--- src/rtl/cpu_pkg.sv ---
// Shared constants and IF/ID record for the MIPS core.
// PC increment keeps the kernel bit and wraps within the low 31 bits.
package cpu_pkg;

   localparam logic [31:0] RESET_VEC  = 32'h8000_0000;
   localparam logic [31:0] IRQ_VEC    = 32'h8000_0004;
   localparam logic [31:0] EXC_VEC    = 32'h8000_0008;
   localparam int          KERNEL_BIT = 31;
   localparam logic [31:0] NOP        = 32'h0000_0000;

   typedef struct packed {
      logic        valid;
      logic [31:0] instr;
      logic [31:0] pc4;
   } ifid_t;

   function automatic logic [31:0] inc_pc(input logic [31:0] pc);
      return {pc[KERNEL_BIT], pc[KERNEL_BIT-1:0] + 31'd4};
   endfunction

endpackage

--- src/rtl/pc_sel.sv ---
// Next-PC priority mux and interrupt eligibility; purely combinational.
// Stall only holds the PC when no exception, interrupt, redirect or jump wins.
module pc_sel
   import cpu_pkg::*;
(
   input  logic [31:0] pc_i,
   input  logic        id_valid_i,
   input  logic [3:0]  id_pc4_hi_i,
   input  logic        stall_i,
   input  logic        redirect_i,
   input  logic [31:0] redirect_pc_i,
   input  logic        jump_i,
   input  logic [25:0] jump_idx_i,
   input  logic        exc_i,
   input  logic        irq_i,
   output logic [31:0] pc4_o,
   output logic [31:0] next_pc_o,
   output logic        irq_take_o,
   output logic        kill_o
);

   logic [31:0] jump_tgt;

   assign pc4_o    = inc_pc(pc_i);
   assign jump_tgt = {id_pc4_hi_i, jump_idx_i, 2'b00};

   // Interrupts only land between real user instructions so EPC is meaningful.
   assign irq_take_o = irq_i && !pc_i[KERNEL_BIT] && id_valid_i &&
                       !exc_i && !redirect_i && !jump_i && !stall_i;

   assign kill_o = exc_i || irq_take_o || redirect_i || jump_i;

   always_comb begin
      next_pc_o = pc4_o;
      if (exc_i) begin
         next_pc_o = EXC_VEC;
      end else if (irq_take_o) begin
         next_pc_o = IRQ_VEC;
      end else if (redirect_i) begin
         next_pc_o = redirect_pc_i;
      end else if (jump_i) begin
         next_pc_o = jump_tgt;
      end else if (stall_i) begin
         next_pc_o = pc_i;
      end
   end

endmodule

--- src/rtl/if_stage.sv ---
// Instruction fetch: PC register plus IF/ID register, ROM word captured one edge after its address.
// Stall holds PC and IF/ID; flush or any control transfer loads a bubble.
module if_stage
   import cpu_pkg::*;
(
   input  logic        clk,
   input  logic        reset_n,
   output logic [31:0] imem_addr,
   input  logic [31:0] imem_data,
   input  logic        stall,
   input  logic        flush,
   input  logic        redirect,
   input  logic [31:0] redirect_pc,
   input  logic        jump,
   input  logic [25:0] jump_idx,
   input  logic        exc,
   input  logic        irq,
   output logic        id_valid,
   output logic [31:0] id_instr,
   output logic [31:0] id_pc4,
   output logic        irq_ack,
   output logic [31:0] epc
);

   logic [31:0] pc_q, pc_d;
   ifid_t       ifid_q, ifid_d;
   logic [31:0] pc4;
   logic        irq_take;
   logic        kill;

   pc_sel u_pc_sel (
      .pc_i          (pc_q),
      .id_valid_i    (ifid_q.valid),
      .id_pc4_hi_i   (ifid_q.pc4[31:28]),
      .stall_i       (stall),
      .redirect_i    (redirect),
      .redirect_pc_i (redirect_pc),
      .jump_i        (jump),
      .jump_idx_i    (jump_idx),
      .exc_i         (exc),
      .irq_i         (irq),
      .pc4_o         (pc4),
      .next_pc_o     (pc_d),
      .irq_take_o    (irq_take),
      .kill_o        (kill)
   );

   always_comb begin
      ifid_d = ifid_q;
      if (kill || flush) begin
         ifid_d = '{valid: 1'b0, instr: NOP, pc4: 32'h0};
      end else if (!stall) begin
         ifid_d = '{valid: 1'b1, instr: imem_data, pc4: pc4};
      end
   end

   always_ff @(posedge clk) begin
      if (!reset_n) begin
         pc_q   <= RESET_VEC;
         ifid_q <= '0;
      end else begin
         pc_q   <= pc_d;
         ifid_q <= ifid_d;
      end
   end

   assign imem_addr = pc_q;
   assign id_valid  = ifid_q.valid;
   assign id_instr  = ifid_q.instr;
   assign id_pc4    = ifid_q.pc4;
   // The squashed instruction at PC is re-executed by returning to epc-4.
   assign irq_ack   = irq_take && reset_n;
   assign epc       = pc4;

endmodule

--- config.mk ---
export PLATFORM = sky130hd
export DESIGN_NAME = if_stage
export DESIGN_NICKNAME = d
export VERILOG_FILES = /design/src/rtl/cpu_pkg.sv /design/src/rtl/pc_sel.sv /design/src/rtl/if_stage.sv
export SDC_FILE = /design/constraint.sdc
export NUM_CORES = 1
export LEC_CHECK = 0
export BUFFER_PORTS_ARGS = -buffer_cell sky130_fd_sc_hd__buf_2
export CAP_MARGIN = 10
export CORE_MARGIN = 3
export CORE_UTILIZATION = 43
export DETAILED_ROUTE_END_ITERATION = 8
export GPL_ROUTABILITY_DRIVEN = 1
export PLACE_DENSITY = 0.77
export RECOVER_POWER = 50
export SYNTH_ARGS = -nofsm -noshare
export SYNTH_HDL_FRONTEND = slang
export SYNTH_SLANG_ARGS = --single-unit
--- constraint.sdc ---
create_clock -name clk -period 2.25 [get_ports clk]
set_clock_uncertainty 0.2 [all_clocks]
set_input_delay 0.225 -clock clk [delete_from_list [all_inputs] [get_ports clk]]
set_output_delay 0.225 -clock clk [all_outputs]
set_load 0.005 [all_outputs]
# After elaboration in Yosys (flattened, before gate mapping)
# Index checks and enable logic that the tools add are counted.
dict set report op_classes {
  add_sub_neg 1
  n_eq_ne 3
  n_mux 5
  bitwise 1
  n_reduce_logical 20
}
# op n
set ops {}
lappend ops {{2-to-1 mux 32 bit} 2}
lappend ops {{adder 31 x 3 -> 31 bit (second input constant)} 1}
lappend ops {{2-to-1 mux 31 bit} 1}
lappend ops {{2-to-1 mux 4 bit} 2}
lappend ops {{logical AND 1 bit} 7}
lappend ops {{zero test 1 bit} 5}
lappend ops {{inequality test 5 x 1 -> 1 bit (second input constant)} 1}
lappend ops {{logical OR 1 bit} 4}
lappend ops {{inequality test 4 x 1 -> 1 bit (second input constant)} 1}
lappend ops {{OR reduction 2 bit} 2}
lappend ops {{inequality test 3 x 1 -> 1 bit (second input constant)} 1}
lappend ops {{OR reduction 3 bit} 1}
lappend ops {{nonzero test 2 bit} 1}
lappend ops {{inverter 1 bit} 1}
dict set report totals {
  register_bits 97
  inputBits 98
  out_inout_bits 130
  wordCells 37
}

# Logic depth before layout (Yosys ltp)
# Gate-level depths: netlist of run 1.
dict set report logic_depth {
  word_depth 12
  mapped_depth 7
}

# Cells and area by module
# From an unflattened synthesis of run 1, not the netlist that was laid out.
dict set report unflattened {
  cells_unflattened 551
  area_unflattened_um2 5154.9
}
# module n_inst cells_each area_each_um2
set modules_own_cells {}
lappend modules_own_cells {if_stage 1 278 3288.2}
lappend modules_own_cells {pc_sel 1 273 1866.8}

# Worst setup path before layout of run 1
# OpenSTA, ideal clock, no wires.
dict set report synth_timing {
  path_type {reg-to-reg}
  from {register pc_q[2] (netlist: imem_addr[2])}
  to {register pc_q[24] (netlist: imem_addr[24])}
  setup_ps 117
  arrival_ps 1934
  required_time_ps 1933
  path_slack_ps 0
  path_stages_with_launch 8
  period_less_slack_ps 2250
  cell_sequence {dfxtp_1 -> ha_1 -> nand3_4 -> or3_1 -> buf_2 -> nor4_4 -> xnor2_1 -> o22a_1}
}
dict set report synth_via {
  elab_chain_cells 4
}
# element line_no
set synth_rtl {}
lappend synth_rtl {{start, declared} if_stage.sv:25} ;# logic [31:0] pc_q, pc_d;
lappend synth_rtl {{start signal, assigned} if_stage.sv:62} ;# pc_q <= pc_d;
lappend synth_rtl {{adder 31 x 3 -> 31 bit} cpu_pkg.sv:18} ;# return {pc[KERNEL_BIT], pc[KERNEL_BIT-1:0] + 31'd4};
lappend synth_rtl {{net epc[24]} if_stage.sv:22} ;# output logic [31:0] epc
lappend synth_rtl {{2-to-1 mux 31 bit} pc_sel.sv:43} ;# end else if (stall_i) begin
lappend synth_rtl {{2-to-1 mux 32 bit} pc_sel.sv:41} ;# end else if (jump_i) begin
lappend synth_rtl {{2-to-1 mux 32 bit} pc_sel.sv:39} ;# end else if (redirect_i) begin
# The timed path passes the listed nets, and every way through them passes these cells. The select of a mux whose other input is x is not followed.
# A chain may end at the register's enable or synchronous reset.

# Worst setup path after layout of run 1
dict set report layout_timing {
  from {register pc_q[3] (netlist: imem_addr[3])}
  to {output port epc[26]}
}
dict set report layout_via {
  elab_chain_cells 1
}
# element line_no
set layout_rtl {}
lappend layout_rtl {{adder 31 x 3 -> 31 bit} cpu_pkg.sv:18}
lappend layout_rtl {{end, declared} if_stage.sv:22}
# No other way between the ends.

==> summary.txt, run 1 <==
Outcome
  • Status: finished with violations
  • Violated checks: setup timing

STA
  • Final hold viol count: 0
  • RSZ-0062 raised after global routing: yes
  • Worst slew pin tran: 804 ps
  • F_max: 401 MHz
  • Fin. max-slew vios: 0
  • Tcrit/Tclk final: 1.11
  • # setup viols final: 19
  • Relative slew slack: 0.462
  • Post-route setup slack: -242 ps
  • Min Hold Slack: 20.0 ps
  • Min Tclk post-route: 2490 ps

Finish
  • Commonest non-fill, non-tap cell in the layout: buf_2
  • Final cell count without fillers: 1067
  • Commonest non-fill, non-tap cells in the layout: 185 x buf_2, 83 x dfxtp_1, 82 x buf_4
  • Ratio of cells with drive above 1 in the final layout: 0.408
  • Filler cells: 821
  • Fin area: 8040 um2
  • Final Core Density: 0.729
  • Area Overhead vs Synth: 62.8%
  • NumNets Final: 1020

Synthesis
  • Yosys top cell area share: 0.393
  • Yosys cell types: 61
  • Cells after Synth: 591
  • Mean Syn Cell Area: 8.36 um2
  • Largest cells by area after synthesis: dfxtp_1 39%, mux2i_1 8.9%, nor2_1 6.1%, a21oi_1 5.0%, o21ai_0 4.3%
  • Yosys top cell by area: dfxtp_1
  • Ys Warns: 0
  • Syn nets: 690
  • Post-Synthesis Cell Area: 4940 um2
  • EDFF count, synth: 0
  • Synth Flop Type: dfxtp_1
  • #FFs+latches synth: 97
  • Register area share after synthesis: 0.393
  • Asr flop ratio synth: 0

Power
  • Combinational cell fraction of total power: 0.164
  • Max VDD drop: 407 uV
  • Psw: 1.03 mW
  • Reg power frac: 0.439
  • Power share of the clock group: 0.397
  • Power Density: 506 nW/um2
  • Internal cell power: 3.04 mW
  • Sw Ratio: 0.254
  • LEAKAGE: 3.83 nW
  • Overall Power: 4.07 mW

Floorplan
  • Core area: 11000 um2
  • Row Count: 38
  • Starting Density: 0.448
  • Top Ports: 228
  • Chip Height: 113 um
  • Die Span X: 113 um
  • DIE AREA: 12800 um2

Setup path
  • Setup crit start kind: flop
  • Element type at the critical path end: output pin
  • Worst r2r path cells: 12
  • Reg2reg start: imem_addr[9]
  • Arr. time, crit path: 2070 ps
  • WS Path Type: flop to output pin
  • CP startpoint: imem_addr[3]
  • Worst EP required: 1820 ps
  • Peak fanout along the critical path: 4
  • Worst setup endpoint: epc[26]
  • Reg-to-reg endpoint: imem_addr[25]
  • Flop2flop setup slack: -20 ps

Clock network
  • Clock Path Buffers: 2
  • Clk_lat worst skew: 350 ps
  • Clk pin slew, worst setup/hold paths: 60 ps
  • CTS buffer count: 9
  • Clock root cell: clkbuf_16
  • H-tree depth: 3
  • Sink Count: 97
  • CTS tree: built

Global routing
  • Maximum number of pins on one net before global-route repair: 86
  • First-pass GRT wire length: 29.4 mm
  • GRT Residual Overflow: 0
  • Global Route Usage Sum: 0.289
  • Initial antenna violation count: 2
  • Vias in the first global route: 5695

Route
  • Pre-antenna DRT Iters: 8
  • DR WL/cell: 18.2 um
  • Post-route ant nets: 0
  • Vias/cell: 5.51
  • Drt initial violations: 498
  • Remaining routing DRC violations: 0
  • Routed vias: 5878
  • Drt total wl: 19.5 mm

Placement
  • IO buf count: 227
  • Final HPWL DP: 12.4 mm
  • Routability congestion estimate: 0.903
  • Placed insts: 968
  • Placed instance area: 6540 um2

Run
  • Max Cap Viol: 0

Worst hold path
  • HP Class: primary input to flop
-- worst min path at each step --
stage,from,end,slack [ps],cells after the start
floorplan,reset_n,imem_addr[3],150,1
global placement,id_pc4[4],id_pc4[4],250,2
detailed placement,id_pc4[4],id_pc4[4],250,2
CTS,redirect_pc[17],imem_addr[17],4,3
global route,jump_idx[23],imem_addr[25],20,3
finish,jump_idx[25],imem_addr[27],20,3
-- synth_stat cells (4+ instances only) --
master	number
nand4_1	10
a22oi_1	8
o21ba_1	5
nor2b_1	7
a21oi_1	49
inv_1	17
a211oi_1	5
o21ba_2	8
xor2_1	13
o22ai_1	4
nand2_1	31
or3_1	4
o21a_1	4
buf_2	7
nand2b_1	5
o21ai_0	42
nor3_1	15
nor2_1	80
buf_1	4
nand3_1	15
xnor2_1	19
o31ai_1	4
nor3b_1	4
mux2i_1	44
dfxtp_1	97
clkbuf_1	34
nor4_1	8
-- power groups by stage --
stage | clock [mW] | sequential [mW] | combinational, mW
global route | 1.71 | 1.79 | 0.721
finish | 1.62 | 1.78 | 0.667
global placement | 0 | 1.82 | 0.542
floorplan | 0 | 1.83 | 0.270
CTS | 1.64 | 1.78 | 0.630
detailed placement | 0 | 1.82 | 0.548
-- routing by layer --
metal | vias to the layer above | share of wire | global-route usage
met5 | - | 0.00036 | 0
met4 | 2 | 0.029 | 0.0994
met3 | 61 | 0.11 | 0.0802
met2 | 362 | 0.48 | 0.492
met1 | 2708 | 0.39 | 0.352
li1 | 2745 | - | -
-- metrics by stage --
| step | setup WS (ps) | setup TNS (ps) |
|---|---|---|
| after floorplan | 13.2 | 0 |
| after global placement | -161 | -2440 |
| after detailed placement | -219 | -3360 |
| after CTS | -258 | -2400 |
| after global routing | -305 | -4060 |
| final | -242 | -2380 |
-- logic make-up after synthesis --
kind of cell	after synthesis	synth area share
AO/OA/AOI/OAI	151	0.193
XOR/XNOR	32	0.0567
adder cells (fa/ha/maj)	1	0.00253
buffers and inverters	65	0.0534
flip-flops	97	0.393
multiplexers	44	0.0892
AND/OR/NAND/NOR	201	0.212
-- worst max-delay path: stages, from the launching register on --
cell and delay (ps):
dfxtp_4 370, ha_4 150, nand3_4 100, or4_4 580, nor3_4 180, xor2_2 190, buf_2 140
-- registers in the layout, summed over array words and instances (netlist names) --
| signal | flops |
|---|---|
| imem_addr | 32 |
| id_instr | 32 |
| id_valid | 1 |
| id_pc4 | 32 |
-- layout make-up --
| class | count | area [um2] | area share |
|---|---|---|---|
| multi-input cells | 429 | 3190 | 0.397 |
| repair buffers | 367 | 2330 | 0.290 |
| flip-flops and latches | 97 | 1970 | 0.245 |
| clock buffers | 14 | 274 | 0.0341 |
| well taps | 140 | 175 | 0.0218 |
| inverters | 17 | 63.8 | 0.00794 |
| clock inverters | 2 | 35.0 | 0.00436 |
| diodes | 1 | 2.50 | 0.000311 |
-- repair_timing --
action                                  4_1_cts  5_1_grt
buffers inserted                             21       21
resized for setup                            56       42
hold endpoints to repair                     44        0
hold buffers                                 44        0
pin swaps                                    26       24
endpoints found under the setup margin       25       30
Power figures use the tool's default switching activity.
==> run 2: changes to the inputs <==
Settings changed: RECOVER_POWER 50 to 25.
==> summary.txt, run 2 (synthesized netlist as in run 1, its figures left out) <==
Outcome
  • Status: finished with violations
  • Violated checks: setup timing

Run
  • Max Cap Viol: 0

Route
  • Vias/cell: 5.49
  • Pre-antenna DRT Iters: 5
  • Remaining routing DRC violations: 0
  • Routed vias: 5855
  • Post-route ant nets: 0
  • Drt total wl: 19.4 mm
  • Drt initial violations: 500
  • DR WL/cell: 18.2 um

STA
  • RSZ-0062 raised after global routing: yes
  • Tcrit/Tclk final: 1.11
  • F_max: 400 MHz
  • Fin. max-slew vios: 0
  • Relative slew slack: 0.441
  • Worst slew pin tran: 835 ps
  • Final hold viol count: 0
  • Min Tclk post-route: 2500 ps
  • # setup viols final: 18
  • Post-route setup slack: -247 ps

Finish
  • Ratio of cells with drive above 1 in the final layout: 0.423
  • Fin area: 8060 um2
  • NumNets Final: 1020
  • Commonest non-fill, non-tap cells in the layout: 199 x buf_2, 83 x dfxtp_1, 82 x buf_4
  • Commonest non-fill, non-tap cell in the layout: buf_2
  • Area Overhead vs Synth: 63.1%

Floorplan
  • Die Span X: 113 um
  • Starting Density: 0.448
  • DIE AREA: 12800 um2
  • Top Ports: 228
  • Chip Height: 113 um
  • Row Count: 38
  • Core area: 11000 um2

Power
  • LEAKAGE: 3.90 nW
  • Max VDD drop: 407 uV
  • Overall Power: 4.07 mW
  • Power Density: 505 nW/um2

Clock network
  • H-tree depth: 3
  • Clk pin slew, worst setup/hold paths: 60 ps
  • Clk_lat worst skew: 360 ps
  • Clock root cell: clkbuf_16
  • Clock Path Buffers: 2
  • Sink Count: 97
  • CTS tree: built
  • CTS buffer count: 9

Setup path
  • Buffers and inverters on the worst path: 1
  • Worst-path cell chain: ha_4 > nand3_4 > or4_4 > nor3_4 > xor2_2 > buf_2
  • Worst r2r path cells: 9
  • Element type at the critical path end: output pin
  • Maximum single-stage delay on the critical path: 590 ps
  • Reg2reg start: imem_addr[2]
  • Reg-to-reg endpoint: imem_addr[23]
  • Setup crit start kind: flop
  • Crit path max-delay family: simple AND/OR/NAND/NOR gates
  • Worst path slowest cell: or4_4
  • Worst EP required: 1820 ps
  • WS Path Type: flop to output pin
  • Arr. time, crit path: 2070 ps
  • Flop2flop setup slack: 0 ps
  • Peak fanout along the critical path: 4
  • Crit path depth: 6

Global routing
  • First-pass GRT wire length: 29.4 mm
  • GRT Residual Overflow: 0
  • Initial antenna violation count: 2
  • Vias in the first global route: 5695
  • Maximum number of pins on one net before global-route repair: 86
  • Global Route Usage Sum: 0.289

Placement
  • IO buf count: 227
  • Placed instance area: 6540 um2
  • Routability congestion estimate: 0.903
  • Final HPWL DP: 12.4 mm

Worst hold path
  • Worst hold start: redirect_pc[27]
  • Hold Path Sink: imem_addr[27]
  • Hold Crit Depth: 3
  • HP Class: primary input to flop
## run 2: changes by cell type in the layout (fill, tap and decap cells not counted)
cell / before / now
clkbuf_1: 43 / 29
buf_2: 185 / 199
## run 2: cell type report
cell class	instances	area, um2
antenna	1	2.50
clock buffer	14	274
clock inverter	2	35.0
fill	809	2970
inverter	17	63.8
multi-input combinational	429	3190
sequential	97	1970
tap	140	175
timing repair buffer	367	2350
## run 2: worst max-delay path by stage
stage / from / end / slack, ps
2_1_floorplan: imem_addr[2] / imem_addr[24] / 10
3_3_place_gp: reset_n / id_pc4[15] / -160
3_5_place_dp: reset_n / id_pc4[30] / -220
4_1_cts: imem_addr[3] / epc[26] / -260
5_1_grt: imem_addr[18] / epc[29] / -300
6_report: imem_addr[3] / epc[26] / -250
## run 2: power breakdown
| group | switching, mW | internal, mW | total [mW] |
|---|---|---|---|
| clock | 0.667 | 0.953 | 1.62 |
| combinational | 0.332 | 0.334 | 0.666 |
| sequential | 0.0363 | 1.75 | 1.78 |
| total | 1.04 | 3.04 | 4.07 |
## run 2: timing repair
item | in CTS | in global routing
setup endpoints to repair | 25 | 30
setup buffers | 21 | 21
hold buffers | 44 | 0
hold endpoints to repair | 44 | 0
pin swaps | 26 | 24
gates resized for setup | 56 | 42
## run 2: through the flow
| step | cells | worst slack [ps] | hold slack [ps] | utilization | TNS [ps] |
|---|---|---|---|---|---|
| floorplan | 591 | 13.2 | 153 | - | 0 |
| global route | 1067 | -305 | 24.4 | 0.731 | -4060 |
| CTS | 1049 | -258 | 4.02 | 0.703 | -2400 |
| detailed placement | 968 | -219 | 250 | 0.592 | -3360 |
| global placement | 968 | -161 | 247 | 0.592 | -2440 |
| finish | 1067 | -247 | 18.0 | 0.731 | -2430 |
## run 2: per-layer routing
metal,vias up,GRT usage,share of wire,routed length [um]
met5,-,0,0.00036,7
met4,2,0.0994,0.030,586
met3,62,0.0802,0.10,1960
met2,320,0.492,0.48,9300
met1,2729,0.352,0.39,7550
li1,2742,-,-,-
## run 2: tightest hold or removal path, cell delays in order
cell and delay, ps:
buf_2 80, o221ai_1 100, a21oi_1 120
